$ cat src/rtl/rr3_mux_arbiter.sv
// rr3_mux_arbiter: three-source round-robin arbiter feeding a
// one-word registered output stage with a saturating transfer counter.
module rr3_mux_arbiter #(
  parameter int DATA_W = 32
) (
  input  logic              clk,
  input  logic              rst_n,
  input  logic [2:0]        req,
  input  logic [DATA_W-1:0] in1,
  input  logic [DATA_W-1:0] in2,
  input  logic [DATA_W-1:0] in3,
  output logic [2:0]        gnt,
  output logic [DATA_W-1:0] out_data,
  output logic              out_valid,
  input  logic              out_ready,
  output logic              sel1,
  output logic              sel2,
  output logic [15:0]       xfer_cnt
);

  typedef enum logic {
    IDLE = 1'b0,
    BUSY = 1'b1
  } state_t;

  state_t              state_q, state_d;
  logic [1:0]          last_q, last_d;
  logic [1:0]          code_q, code_d;
  logic [DATA_W-1:0]   data_q, data_d;
  logic [15:0]         cnt_q, cnt_d;
  logic                slot;
  logic [2:0]          pick;
  logic [1:0]          win;

  // A slot opens when empty or when the held word leaves this edge
  assign slot = (state_q == IDLE) || out_ready;

  // Round-robin search starting after the last granted source
  always_comb begin
    pick = 3'b000;
    unique case (last_q)
      2'd0: begin
        if (req[1])      pick = 3'b010;
        else if (req[2]) pick = 3'b100;
        else if (req[0]) pick = 3'b001;
      end
      2'd1: begin
        if (req[2])      pick = 3'b100;
        else if (req[0]) pick = 3'b001;
        else if (req[1]) pick = 3'b010;
      end
      default: begin
        if (req[0])      pick = 3'b001;
        else if (req[1]) pick = 3'b010;
        else if (req[2]) pick = 3'b100;
      end
    endcase
  end

  // Encode the one-hot winner into the source code
  always_comb begin
    win = 2'd0;
    unique case (1'b1)
      pick[2]: win = 2'd2;
      pick[1]: win = 2'd1;
      default: win = 2'd0;
    endcase
  end

  // No grant outside a slot or while reset is held
  assign gnt = (slot && rst_n) ? pick : 3'b000;

  // Next-state: load on grant, drain to IDLE, count transfers
  always_comb begin
    state_d = state_q;
    last_d  = last_q;
    code_d  = code_q;
    data_d  = data_q;
    cnt_d   = cnt_q;
    if (out_valid && out_ready && (cnt_q != 16'hFFFF))
      cnt_d = cnt_q + 16'd1;
    if (|gnt) begin
      state_d = BUSY;
      last_d  = win;
      code_d  = win;
      unique case (win)
        2'd1:    data_d = in2;
        2'd2:    data_d = in3;
        default: data_d = in1;
      endcase
    end else if ((state_q == BUSY) && out_ready) begin
      state_d = IDLE;
    end
  end

  // State registers; reset gives in1 first priority
  always_ff @(posedge clk or negedge rst_n) begin
    if (!rst_n) begin
      state_q <= IDLE;
      last_q  <= 2'd2;
      code_q  <= 2'd0;
      data_q  <= '0;
      cnt_q   <= 16'd0;
    end else begin
      state_q <= state_d;
      last_q  <= last_d;
      code_q  <= code_d;
      data_q  <= data_d;
      cnt_q   <= cnt_d;
    end
  end

  assign out_valid = (state_q == BUSY);
  assign out_data  = data_q;
  assign sel1      = code_q[1];
  assign sel2      = code_q[0];
  assign xfer_cnt  = cnt_q;

endmodule

$ cat config.mk
export PLATFORM = sky130hd
export DESIGN_NAME = rr3_mux_arbiter
export DESIGN_NICKNAME = d
export VERILOG_FILES = /design/src/rtl/rr3_mux_arbiter.sv
export SDC_FILE = /design/constraint.sdc
export NUM_CORES = 1
export LEC_CHECK = 0
export BUFFER_PORTS_ARGS = -buffer_cell sky130_fd_sc_hd__buf_2
export CORE_UTILIZATION = 49
export CTS_BUF_LIST = sky130_fd_sc_hd__clkbuf_8
export DETAILED_ROUTE_END_ITERATION = 16
export GPL_ROUTABILITY_DRIVEN = 0
export GPL_TIMING_DRIVEN = 1
export PLACE_DENSITY_LB_ADDON = 0.2
export SYNTH_ARGS = -nofsm -noshare
export SYNTH_HDL_FRONTEND = slang
export SYNTH_SLANG_ARGS = --single-unit
$ cat constraint.sdc
create_clock -name clk -period 5.74 [get_ports clk]
set_clock_uncertainty 0.1 [all_clocks]
set_input_delay 1.722 -clock clk [delete_from_list [all_inputs] [get_ports clk]]
set_output_delay 1.722 -clock clk [all_outputs]
set_load 0.05 [all_outputs]
==> results of run 1 <==
-- worst max-delay path by stage --
stage,start,end,cells after the start
after floorplan,req[2],gnt[1],4
after global placement,req[0],gnt[2],5
after CTS,req[0],gnt[2],5
after global routing,req[0],gnt[2],5
after detailed placement,req[0],gnt[2],5
final,req[0],gnt[2],5
-- power by group through the flow --
stage                     Combinational, mW  Clock (mW)  Sequential [mW]
after CTS                             0.726       0.198            0.524
after detailed placement              0.726           0            0.529
final                                 0.721       0.191            0.524
after floorplan                       0.208           0            0.847
after global routing                  0.778       0.213            0.537
after global placement                0.714           0            0.526
-- stage by stage --
stage	instances	power, mW	setup WS, ns
after CTS	524	1.45	1.19
after global placement	516	1.24	1.27
final	524	1.44	1.15
after global routing	524	1.53	1.09
after detailed placement	516	1.25	1.20
after floorplan	308	1.05	1.16
-- synth_stat cells (2+ instances only) --
cell       n
a21o_1     2
o21ai_0   67
ha_1       4
nand4_1    5
nor2_1     3
and4_1     4
nand2_1   73
a21oi_1    2
xor2_1     5
clkbuf_1  18
inv_1      4
and3_1     2
nor4_1     2
xnor2_1    8
nor3_1     2
dfrtp_1   51
a22oi_1   32
nand3_1    6
nor2b_1    2
buf_1      2
-- final cells by class --
class                           instances  area (µm²)
Multi-Input combinational cell        232        1350
Clock buffer                            5        68.8
Sequential cell                        52        1300
Timing Repair Buffer                  158         798
Tap cell                               70        87.6
Fill cell                             452        1610
Inverter                                4        15.0
Clock inverter                          3        12.5
-- sequential cells by signal, indices dropped and copies added, names as in the netlist --
| signal | count |
|---|---|
| out_valid | 1 |
| code_q | 1 |
| last_q | 2 |
| xfer_cnt | 16 |
| out_data | 32 |
-- per-layer routing --
| metal | GRT usage [%] | vias to the layer above |
|---|---|---|
| met5 | 0 | - |
| met4 | 6.54 | 0 |
| met3 | 4.67 | 8 |
| met2 | 41.9 | 109 |
| met1 | 31.0 | 1252 |
| li1 | - | 1393 |
-- critical path, delay by kind of cell --
family | cells | cell delay (ns)
buffers and inverters | 2 | 0.36
AOI/OAI and AO/OA | 2 | 0.57
and+or+nand+nor | 1 | 0.10
-- kinds of logic (layout without fill, tap and decap cells) --
logic type	after synthesis	after routing	share of synthesized area (%)
AOI/OAI and AO/OA	110	110	24.7
xor gates and xnor gates	13	13	4.19
adders and majority gates	4	4	1.84
and+or+nand+nor	104	104	17.6
buffers and inverters	24	170	3.31
muxes	1	1	0.414
DFF	52	52	47.9
==> reports/qor.csv, run 1 <==
stage,metric,value,unit
detailed_routing,met3 WL,461,µm
min_path,Worst Hold Path Cells,2,
yosys,syn_nets,414,
worst_setup_path,r2r worst-path depth,8,
final_layout,Layout Utilization,69.4,%
yosys,asr flop ratio synth,100,%
detailed_routing,Detail Route met2 WL,3440,µm
yosys,main flop type after synthesis,dfrtp_1,
timing,worst hold margin,0.380,ns
yosys,"Cell Area, Synth",0.00272,mm²
global_routing,total grt overflow,0,
timing,Final Hold Viols,0,
worst_setup_path,CP Launch Type,input port,
final_layout,final instance area,0.00363,mm²
worst_setup_path,worst-path cell chain,"buf_2, a21oi_1, o21ai_0, nor2_1, buf_2",
clock_network,CTS max path bufs,2,
worst_setup_path,CP Max Fanout,5,
worst_setup_path,Worst path max stage delay,0.50,ns
yosys,largest cells by area after synthesis,"dfrtp_1 47%, o21ai_0 12%, nand2_1 10%, a22oi_1 8.8%, xnor2_1 2.6%",
worst_setup_path,origin of the critical flop-to-flop path,last_q[1],
clock_network,CTS root buf,clkbuf_8,
place,Final HPWL DP,5170,µm
yosys,Post-synth EDFFs,0,
final_layout,# diodes,0,
worst_setup_path,critical path's most frequent cell,buf_2,
yosys,"FF+latch count, synth",52,
floorplan,die span in y,76.5,µm
clock_network,CTS tree,built,
timing,setup TNS,0,ns
worst_setup_path,crit path DAT,2.76,ns
global_routing,largest net degree at the start of global routing,65,
pwr,Pleak,1.92,nW
worst_setup_path,Setup CP Type,in -> out,
detailed_routing,routed wire length,7080,µm
detailed_routing,Routed Antenna Nets,0,
pwr,VDD IR max,0.000296,V
final_layout,nets,559,
pwr,Internal,0.724,mW
worst_setup_path,CP Capture Type,output pin,
floorplan,Die Area,0.00585,mm²
floorplan,# IOs,156,
min_path,Worst Hold Path EP,out_data[30],
yosys,Synth top area share,46.9,%
timing,relative slew slack,17.7,%
yosys,synthesized instance count,308,
worst_setup_path,Crit-path slowest cell,o21ai_0,
clock_network,PostCTS Resize Cnt,0,
floorplan,area of the core,0.00524,mm²
clock_network,clock sinks,52,
global_routing,antenna violations before repair,0,
clock_network,setup bufs post-CTS,0,
yosys,Cell variety after synth,34,
pwr,Psw,0.713,mW
yosys,syn_area_per_cell,8.83,µm²
timing,fin. max-slew vios,0,
final_layout,most frequent cells in the layout,"155 x buf_2, 73 x nand2_1, 67 x o21ai_0",
clock_network,H-Tree Depth,2,
run,Max Cap Violations,0,
place,post-placement cell area,0.00355,mm²
final_layout,"most common cell after layout, fill and taps aside",buf_2,
pwr,PD cells,396,mW/mm²
floorplan,die width,76.5,µm
detailed_routing,DRT iter0 DRCs,97,
timing,# setup viols final,0,
detailed_routing,DRC viols,0,
timing,fmax,218,MHz
pwr,sequential power share,36.5,%
final_layout,P&R area growth vs syn,33.5,%
min_path,Worst Hold Class,reg -> reg,
global_routing,number of global-route vias before repair,2479,
status,status,"finished, final reports clean",
yosys,Yosys top cell by area,dfrtp_1,
timing,actual slew at the worst max-slew pin,1.23,ns
clock_network,Clock Latency Late Sink,0.29,ns
pwr,Clock power frac,13.3,%
clock_network,Hold Buf Count CTS,0,
timing,minimum clock period,4.59,ns
yosys,"Seq/Total Area, Yosys",47.9,%
min_path,worst hold start,out_data[30],
pwr,Net Sw Frac,49.6,%
worst_setup_path,"Data required, critical path",3.92,ns
clock_network,CTS buffer count,5,
detailed_routing,Vias per Instance,5.27,
pwr,Comb pwr share,50.2,%
timing,RSZ-0062 raised after global routing,false,
timing,period utilization,79.9,%
global_routing,first-pass GRT wire length,11400,µm
yosys,synth warn,0,
detailed_routing,drt pass-1 iters,4,
worst_setup_path,RR Endpoint,out_data[26],
floorplan,initial core utilization,51.9,%
detailed_routing,total number of vias,2762,
clock_network,"Reg clk slew, reported paths",0.08,ns
final_layout,share of cells above drive strength 1,37.9,%
detailed_routing,Wirelength per Cell,13.5,µm
detailed_routing,met1 wire length,3080,µm
global_routing,Total GRT Usage,24.3,%
detailed_routing,max layer used,met4,
place,count of buffers from port buffering,155,
worst_setup_path,Worst R2R Setup Slack,2.91,ns
floorplan,cell row count,26,
No activity file was read; power rests on OpenSTA's default activity.
==> run 2, diff against run 1 <==
--- a/config.mk
+++ b/config.mk
@@ -6,7 +6,7 @@
 export NUM_CORES = 1
 export LEC_CHECK = 0
 export BUFFER_PORTS_ARGS = -buffer_cell sky130_fd_sc_hd__buf_2
-export CORE_UTILIZATION = 49
+export CORE_UTILIZATION = 41
 export CTS_BUF_LIST = sky130_fd_sc_hd__clkbuf_8
 export DETAILED_ROUTE_END_ITERATION = 16
 export GPL_ROUTABILITY_DRIVEN = 0
==> constraint.sdc (replaced) <==
create_clock -name clk -period 4.2 [get_ports clk]
set_clock_uncertainty 0.1 [all_clocks]
set_input_delay 1.26 -clock clk [delete_from_list [all_inputs] [get_ports clk]]
set_output_delay 1.26 -clock clk [all_outputs]
set_load 0.05 [all_outputs]
==> run 2 against run 1 <==
  * Sequential power up 37%
  * Global-route usage decreased by 3.5 points
  * Flip-flop and latch count stayed put
  * Die area increased by 19%
  * Highest routed layer unchanged
  * First-iteration DRC count down 35%
  * Largest power group unchanged
  * Critical path type unchanged
  * Combinational power up 35%
  * Non-clock buffer count up 2
  * Critical endpoint unchanged
==> reports/qor.csv, run 2 (synthesis gave the netlist of run 1 again) <==
stage,metric,value,unit,change
clock_network,CTS max path bufs,2,,unchanged
timing,# setup viols final,0,,unchanged
detailed_routing,Vias per Instance,5.14,,-2.5%
floorplan,Die Area,0.00696,mm²,+19%
clock_network,setup bufs post-CTS,0,,unchanged
worst_setup_path,crit path DAT,2.22,ns,-0.54 ns
timing,actual slew at the worst max-slew pin,1.20,ns,-0.0383 ns
clock_network,CTS tree,built,,
timing,period utilization,85.2,%,
status,status,"finished, final reports clean",,
floorplan,initial core utilization,42.6,%,-9.3 points
floorplan,area of the core,0.00639,mm²,+22%
global_routing,total grt overflow,0,,unchanged
final_layout,share of cells above drive strength 1,38.4,%,+0.49 points
timing,setup TNS,0,ns,unchanged
clock_network,"Reg clk slew, reported paths",0.08,ns,about the same
detailed_routing,met1 wire length,3070,µm,-0.52%
final_layout,# diodes,0,,unchanged
global_routing,number of global-route vias before repair,2567,,+3.5%
pwr,PD cells,554,mW/mm²,+40%
clock_network,PostCTS Resize Cnt,0,,unchanged
pwr,Pleak,1.93,nW,+0.76%
floorplan,die width,83.5,µm,+9.1%
min_path,Worst Hold Class,reg -> reg,,
clock_network,Clock Latency Late Sink,0.30,ns,about the same
worst_setup_path,Setup CP Type,in -> out,,
timing,fin. max-slew vios,0,,unchanged
timing,RSZ-0062 raised after global routing,false,,
worst_setup_path,r2r worst-path depth,8,,unchanged
worst_setup_path,crit path to,gnt[2],,
worst_setup_path,CP Max Fanout,5,,unchanged
worst_setup_path,Worst R2R Setup Slack,1.54,ns,-1.37 ns
floorplan,# IOs,156,,unchanged
detailed_routing,total number of vias,2738,,-0.87%
timing,relative slew slack,20.2,%,+2.6 points
global_routing,Total GRT Usage,20.8,%,-3.5 points
clock_network,clock sinks,52,,unchanged
worst_setup_path,"Data required, critical path",2.84,ns,-1.08 ns
timing,minimum clock period,3.58,ns,
run,Max Cap Violations,0,,unchanged
place,count of buffers from port buffering,155,,unchanged
timing,final worst slack,0.621,ns,-0.533 ns
final_layout,P&R area growth vs syn,35.4,%,
detailed_routing,routed wire length,7160,µm,+1.1%
clock_network,CTS buffer count,5,,unchanged
final_layout,max reg flops,32,,unchanged
detailed_routing,DRT iter0 DRCs,63,,-35%
final_layout,fillers,596,,+32%
detailed_routing,drt pass-1 iters,4,,unchanged
worst_setup_path,CP Launch Type,input port,,
final_layout,"most common cell after layout, fill and taps aside",buf_2,,
worst_setup_path,launch point of the worst path,req[0],,
global_routing,first-pass GRT wire length,11700,µm,+2.3%
worst_setup_path,origin of the critical flop-to-flop path,last_q[1],,
timing,Final Hold Viols,0,,unchanged
detailed_routing,Routed Antenna Nets,0,,unchanged
detailed_routing,met3 WL,462,µm,+0.22%
final_layout,most frequent cells in the layout,"155 x buf_2, 73 x nand2_1, 67 x o21ai_0",,
clock_network,H-Tree Depth,2,,unchanged
worst_setup_path,RR Endpoint,out_data[2],,
floorplan,die span in y,83.5,µm,+9.1%
global_routing,largest net degree at the start of global routing,71,,+9.2%
detailed_routing,DRC viols,0,,unchanged
detailed_routing,Detail Route met2 WL,3490,µm,+1.5%
clock_network,CTS root buf,clkbuf_8,,
floorplan,cell row count,29,,+12%
detailed_routing,max layer used,met4,,
timing,fmax,279,MHz,
global_routing,antenna violations before repair,0,,unchanged
worst_setup_path,CP Capture Type,output pin,,
final_layout,nets,561,,+0.36%
place,Final HPWL DP,5220,µm,+0.93%
place,DP Worst Slack,0.573,ns,-0.626 ns
pwr,VDD IR max,0.000380,V,+28%
clock_network,Hold Buf Count CTS,0,,unchanged
detailed_routing,Wirelength per Cell,13.4,µm,-0.65%
-- run 2: cell count changes in the layout (fill, tap and decap cells not counted), sizes merged --
cell,change
buf,+2
inv,-2
bufinv,+1
clkinvlp,+1
-- run 2: per-stage QoR --
stage | instance area [µm²] | instances | hold WS (ns) | utilization, % | power, mW
4_1_cts | 3680 | 533 | 0.385 | 57.7 | 2.06
2_1_floorplan | 2720 | 308 | 0.422 | - | 1.44
3_3_place_gp | 3570 | 525 | 0.357 | 55.9 | 1.69
6_report | 3680 | 533 | 0.378 | 57.7 | 2.04
5_1_grt | 3680 | 533 | 0.409 | 57.7 | 2.17
3_5_place_dp | 3570 | 525 | 0.364 | 55.9 | 1.71
-- run 2: how the worst min path moves through the flow --
stage / from / to / cells past startpoint
after floorplan: last_q[1] / last_q[1] / 1
after global placement: out_data[21] / out_data[21] / 2
after detailed placement: code_q[1] / code_q[1] / 1
after CTS: out_data[31] / out_data[31] / 2
after global routing: out_data[9] / out_data[9] / 2
final: out_data[31] / out_data[31] / 2
-- run 2: critical path: stages --
cell and delay, ns:
buf_2 0.13, a21oi_1 0.08, o21ai_0 0.43, nor2_1 0.09
buf_2 0.22
-- run 2: layer usage --
layer / vias to the layer above / track usage [%]
met4: 0 / 7.09
met2: 100 / 36.5
met1: 1232 / 24.5
met3: 13 / 5.64
li1: 1393 / -
met5: - / 0
-- run 2: final cells by class --
type                    instances  area [µm²]  area share [%]
repair buffers                160         813            22.1
clock buffers                   5        68.8            1.87
clock inverters                 3        42.5            1.15
well taps                      77        96.3            2.62
multi-input cells             232        1350            36.5
inverters                       4        15.0           0.408
flip-flops and latches         52        1300            35.4
-- run 2: report_power, final --
part | switching, mW | leakage (nW) | internal (mW) | total (mW)
sequential | 0.0941 | 0.659 | 0.626 | 0.720
combinational | 0.725 | 1.22 | 0.248 | 0.973
clock | 0.172 | 0.0541 | 0.177 | 0.349
total | 0.991 | 1.93 | 1.05 | 2.04
==> run 3, diff against run 2 <==
--- a/config.mk
+++ b/config.mk
@@ -6,7 +6,9 @@
 export NUM_CORES = 1
 export LEC_CHECK = 0
 export BUFFER_PORTS_ARGS = -buffer_cell sky130_fd_sc_hd__buf_2
-export CORE_UTILIZATION = 41
+export CELL_PAD_IN_SITES_DETAIL_PLACEMENT = 0
+export CELL_PAD_IN_SITES_GLOBAL_PLACEMENT = 1
+export CORE_UTILIZATION = 29
 export CTS_BUF_LIST = sky130_fd_sc_hd__clkbuf_8
 export DETAILED_ROUTE_END_ITERATION = 16
 export GPL_ROUTABILITY_DRIVEN = 0
@@ -15,3 +17,4 @@
 export SYNTH_ARGS = -nofsm -noshare
 export SYNTH_HDL_FRONTEND = slang
 export SYNTH_SLANG_ARGS = --single-unit
+export TNS_END_PERCENT = 20
==> run 3 against run 2 <==
  * Global-route usage shrank 5.0 points
  * Worst setup slack gained 0.039 ns
  * Total power is essentially flat
  * First-iteration DRC count grew 11%
  * Cell area grew 1.8%
  * Core utilization shrank 15 points
  * Critical endpoint is now gnt[1]
  * Worst hold slack lost 0.0018 ns
  * Clock power shrank 5%
==> reports/qor.csv, run 3 (synthesis gave the netlist of run 1 again) <==
stage,metric,value,unit,change
status,status,"finished, final reports clean",,
detailed_routing,routed wire length,7540,µm,+5.4%
clock_network,clock sinks,52,,unchanged
pwr,Pleak,1.95,nW,+0.94%
clock_network,Clock Latency Late Sink,0.30,ns,about the same
clock_network,CTS root buf,clkbuf_8,,
floorplan,area of the core,0.00889,mm²,+39%
worst_setup_path,"Data required, critical path",2.84,ns,about the same
pwr,Internal,1.06,mW,+0.87%
floorplan,initial core utilization,30.6,%,-12 points
final_layout,share of cells above drive strength 1,38.6,%,+0.27 points
place,DP Worst Slack,0.649,ns,+0.0760 ns
min_path,Worst Hold Class,reg -> reg,,
final_layout,fillers,933,,+57%
worst_setup_path,crit path DAT,2.18,ns,-0.04 ns
final_layout,max reg flops,32,,unchanged
clock_network,"Reg clk slew, reported paths",0.09,ns,about the same
floorplan,# IOs,156,,unchanged
clock_network,PostCTS Resize Cnt,0,,unchanged
timing,fin. max-slew vios,0,,unchanged
detailed_routing,Routed Antenna Nets,0,,unchanged
timing,fmax,282,MHz,+1.1%
clock_network,CTS buffer count,5,,unchanged
timing,minimum clock period,3.54,ns,-0.0390 ns
timing,period utilization,84.3,%,-0.93 points
detailed_routing,Wirelength per Cell,13.3,µm,-0.95%
floorplan,Die Area,0.00977,mm²,+40%
clock_network,H-Tree Depth,2,,unchanged
timing,RSZ-0062 raised after global routing,false,,
final_layout,Multi-input gate area,0.00135,mm²,+0.19%
floorplan,die span in y,98.9,µm,+18%
worst_setup_path,CP Capture Type,output pin,,
final_layout,"most common cell after layout, fill and taps aside",buf_2,,
worst_setup_path,r2r worst-path depth,8,,unchanged
place,Final HPWL DP,5800,µm,+11%
worst_setup_path,launch point of the worst path,req[2],,
timing,Final Hold Viols,0,,unchanged
timing,setup TNS,0,ns,unchanged
place,post-placement cell area,0.00364,mm²,+1.9%
global_routing,largest net degree at the start of global routing,65,,-8.5%
pwr,Net Sw Frac,48.1,%,-0.43 points
pwr,PD cells,544,mW/mm²,-1.8%
timing,actual slew at the worst max-slew pin,0.535,ns,-0.662 ns
worst_setup_path,crit path to,gnt[1],,
pwr,Psw,0.982,mW,-0.87%
run,Max Cap Violations,0,,unchanged
worst_setup_path,RR Endpoint,out_data[14],,
timing,relative slew slack,64.3,%,+44 points
timing,final worst slack,0.660,ns,+0.0390 ns
global_routing,Total GRT Usage,15.8,%,-5.0 points
detailed_routing,total number of vias,2734,,-0.15%
final_layout,most frequent cells in the layout,"155 x buf_2, 73 x nand2_1, 67 x o21ai_0",,
pwr,Clock power frac,16.3,%,-0.8 points
global_routing,antenna violations before repair,1,,+1
final_layout,final instance area,0.00375,mm²,+1.8%
final_layout,nets,563,,+0.36%
timing,# setup viols final,0,,unchanged
pwr,VDD IR max,0.000181,V,-52%
floorplan,die width,98.9,µm,+18%
worst_setup_path,origin of the critical flop-to-flop path,last_q[1],,
clock_network,CTS max path bufs,2,,unchanged
clock_network,Hold Buf Count CTS,0,,unchanged
clock_network,setup bufs post-CTS,0,,unchanged
detailed_routing,Vias per Instance,4.82,,-6.1%
global_routing,number of global-route vias before repair,2652,,+3.3%
worst_setup_path,CP Launch Type,input port,,
detailed_routing,DRT iter0 DRCs,70,,+11%
global_routing,first-pass GRT wire length,12400,µm,+6.2%
detailed_routing,DRC viols,0,,unchanged
place,count of buffers from port buffering,155,,unchanged
final_layout,P&R area growth vs syn,37.9,%,
final_layout,Register Area,0.00130,mm²,unchanged
detailed_routing,drt pass-1 iters,4,,unchanged
worst_setup_path,CP Max Fanout,5,,unchanged
final_layout,Layout Utilization,42.2,%,-15 points
floorplan,cell row count,34,,+17%
global_routing,total grt overflow,0,,unchanged
pwr,Comb pwr share,48.5,%,+0.8 points
pwr,Final Power,2.04,mW,about the same
worst_setup_path,Setup CP Type,in -> out,,
worst_setup_path,Worst R2R Setup Slack,1.89,ns,+0.35 ns
pwr,sequential power share,35.2,%,about the same
clock_network,CTS tree,built,,
-- run 3: changes by cell type in the layout (fill, tap and decap cells not counted), sizes merged --
| cell | before | now |
|---|---|---|
| inv | 4 | 5 |
| clkinvlp | 1 | 0 |
| diode | 0 | 1 |
| buf | 160 | 162 |
-- run 3: area by class of cell --
class	instances	share of cell area, %
diodes	1	0.0667
repair buffers	162	22.4
multi-input cells	232	35.9
well taps	108	3.60
clock inverters	3	1.03
inverters	4	0.400
clock buffers	5	1.83
flip-flops and latches	52	34.7
-- run 3: stage by stage --
| stage | hold WS (ns) | cells |
|---|---|---|
| final | 0.376 | 567 |
| after global routing | 0.419 | 566 |
| after detailed placement | 0.365 | 558 |
| after floorplan | 0.422 | 308 |
| after CTS | 0.387 | 566 |
| after global placement | 0.356 | 558 |
-- run 3: per-layer routing --
metal  GRT usage, %  up-vias  share of wire, %
li1               -     1399                 -
met1           19.5     1231                43
met2           27.3       96                49
met3           4.04        8               6.1
met4           3.90        0               1.2
met5              0        -                 0
-- run 3: worst min-delay path by stage --
stage	from	endpoint	slack (ns)	depth (start not counted)
detailed placement	out_data[24]	out_data[24]	0.37	2
global route	out_data[24]	out_data[24]	0.42	2
finish	out_data[14]	out_data[14]	0.38	2
floorplan	last_q[1]	last_q[1]	0.42	1
CTS	out_data[6]	out_data[6]	0.39	2
global placement	out_data[23]	out_data[23]	0.36	2
-- run 3: worst max-delay path, cell delays in order --
cell and delay [ns]:
buf_2 0.13, nor2b_1 0.13, o22ai_1 0.12, nand2_1 0.15
nor2_1 0.13, buf_2 0.27
-- run 3: power groups by stage --
stage | Clock [mW] | Sequential, mW | Combinational, mW
6_report | 0.333 | 0.720 | 0.989
5_1_grt | 0.367 | 0.743 | 1.07
4_1_cts | 0.350 | 0.723 | 1.00
3_5_place_dp | 0 | 0.730 | 1.00
3_3_place_gp | 0 | 0.726 | 1.00
2_1_floorplan | 0 | 1.16 | 0.284
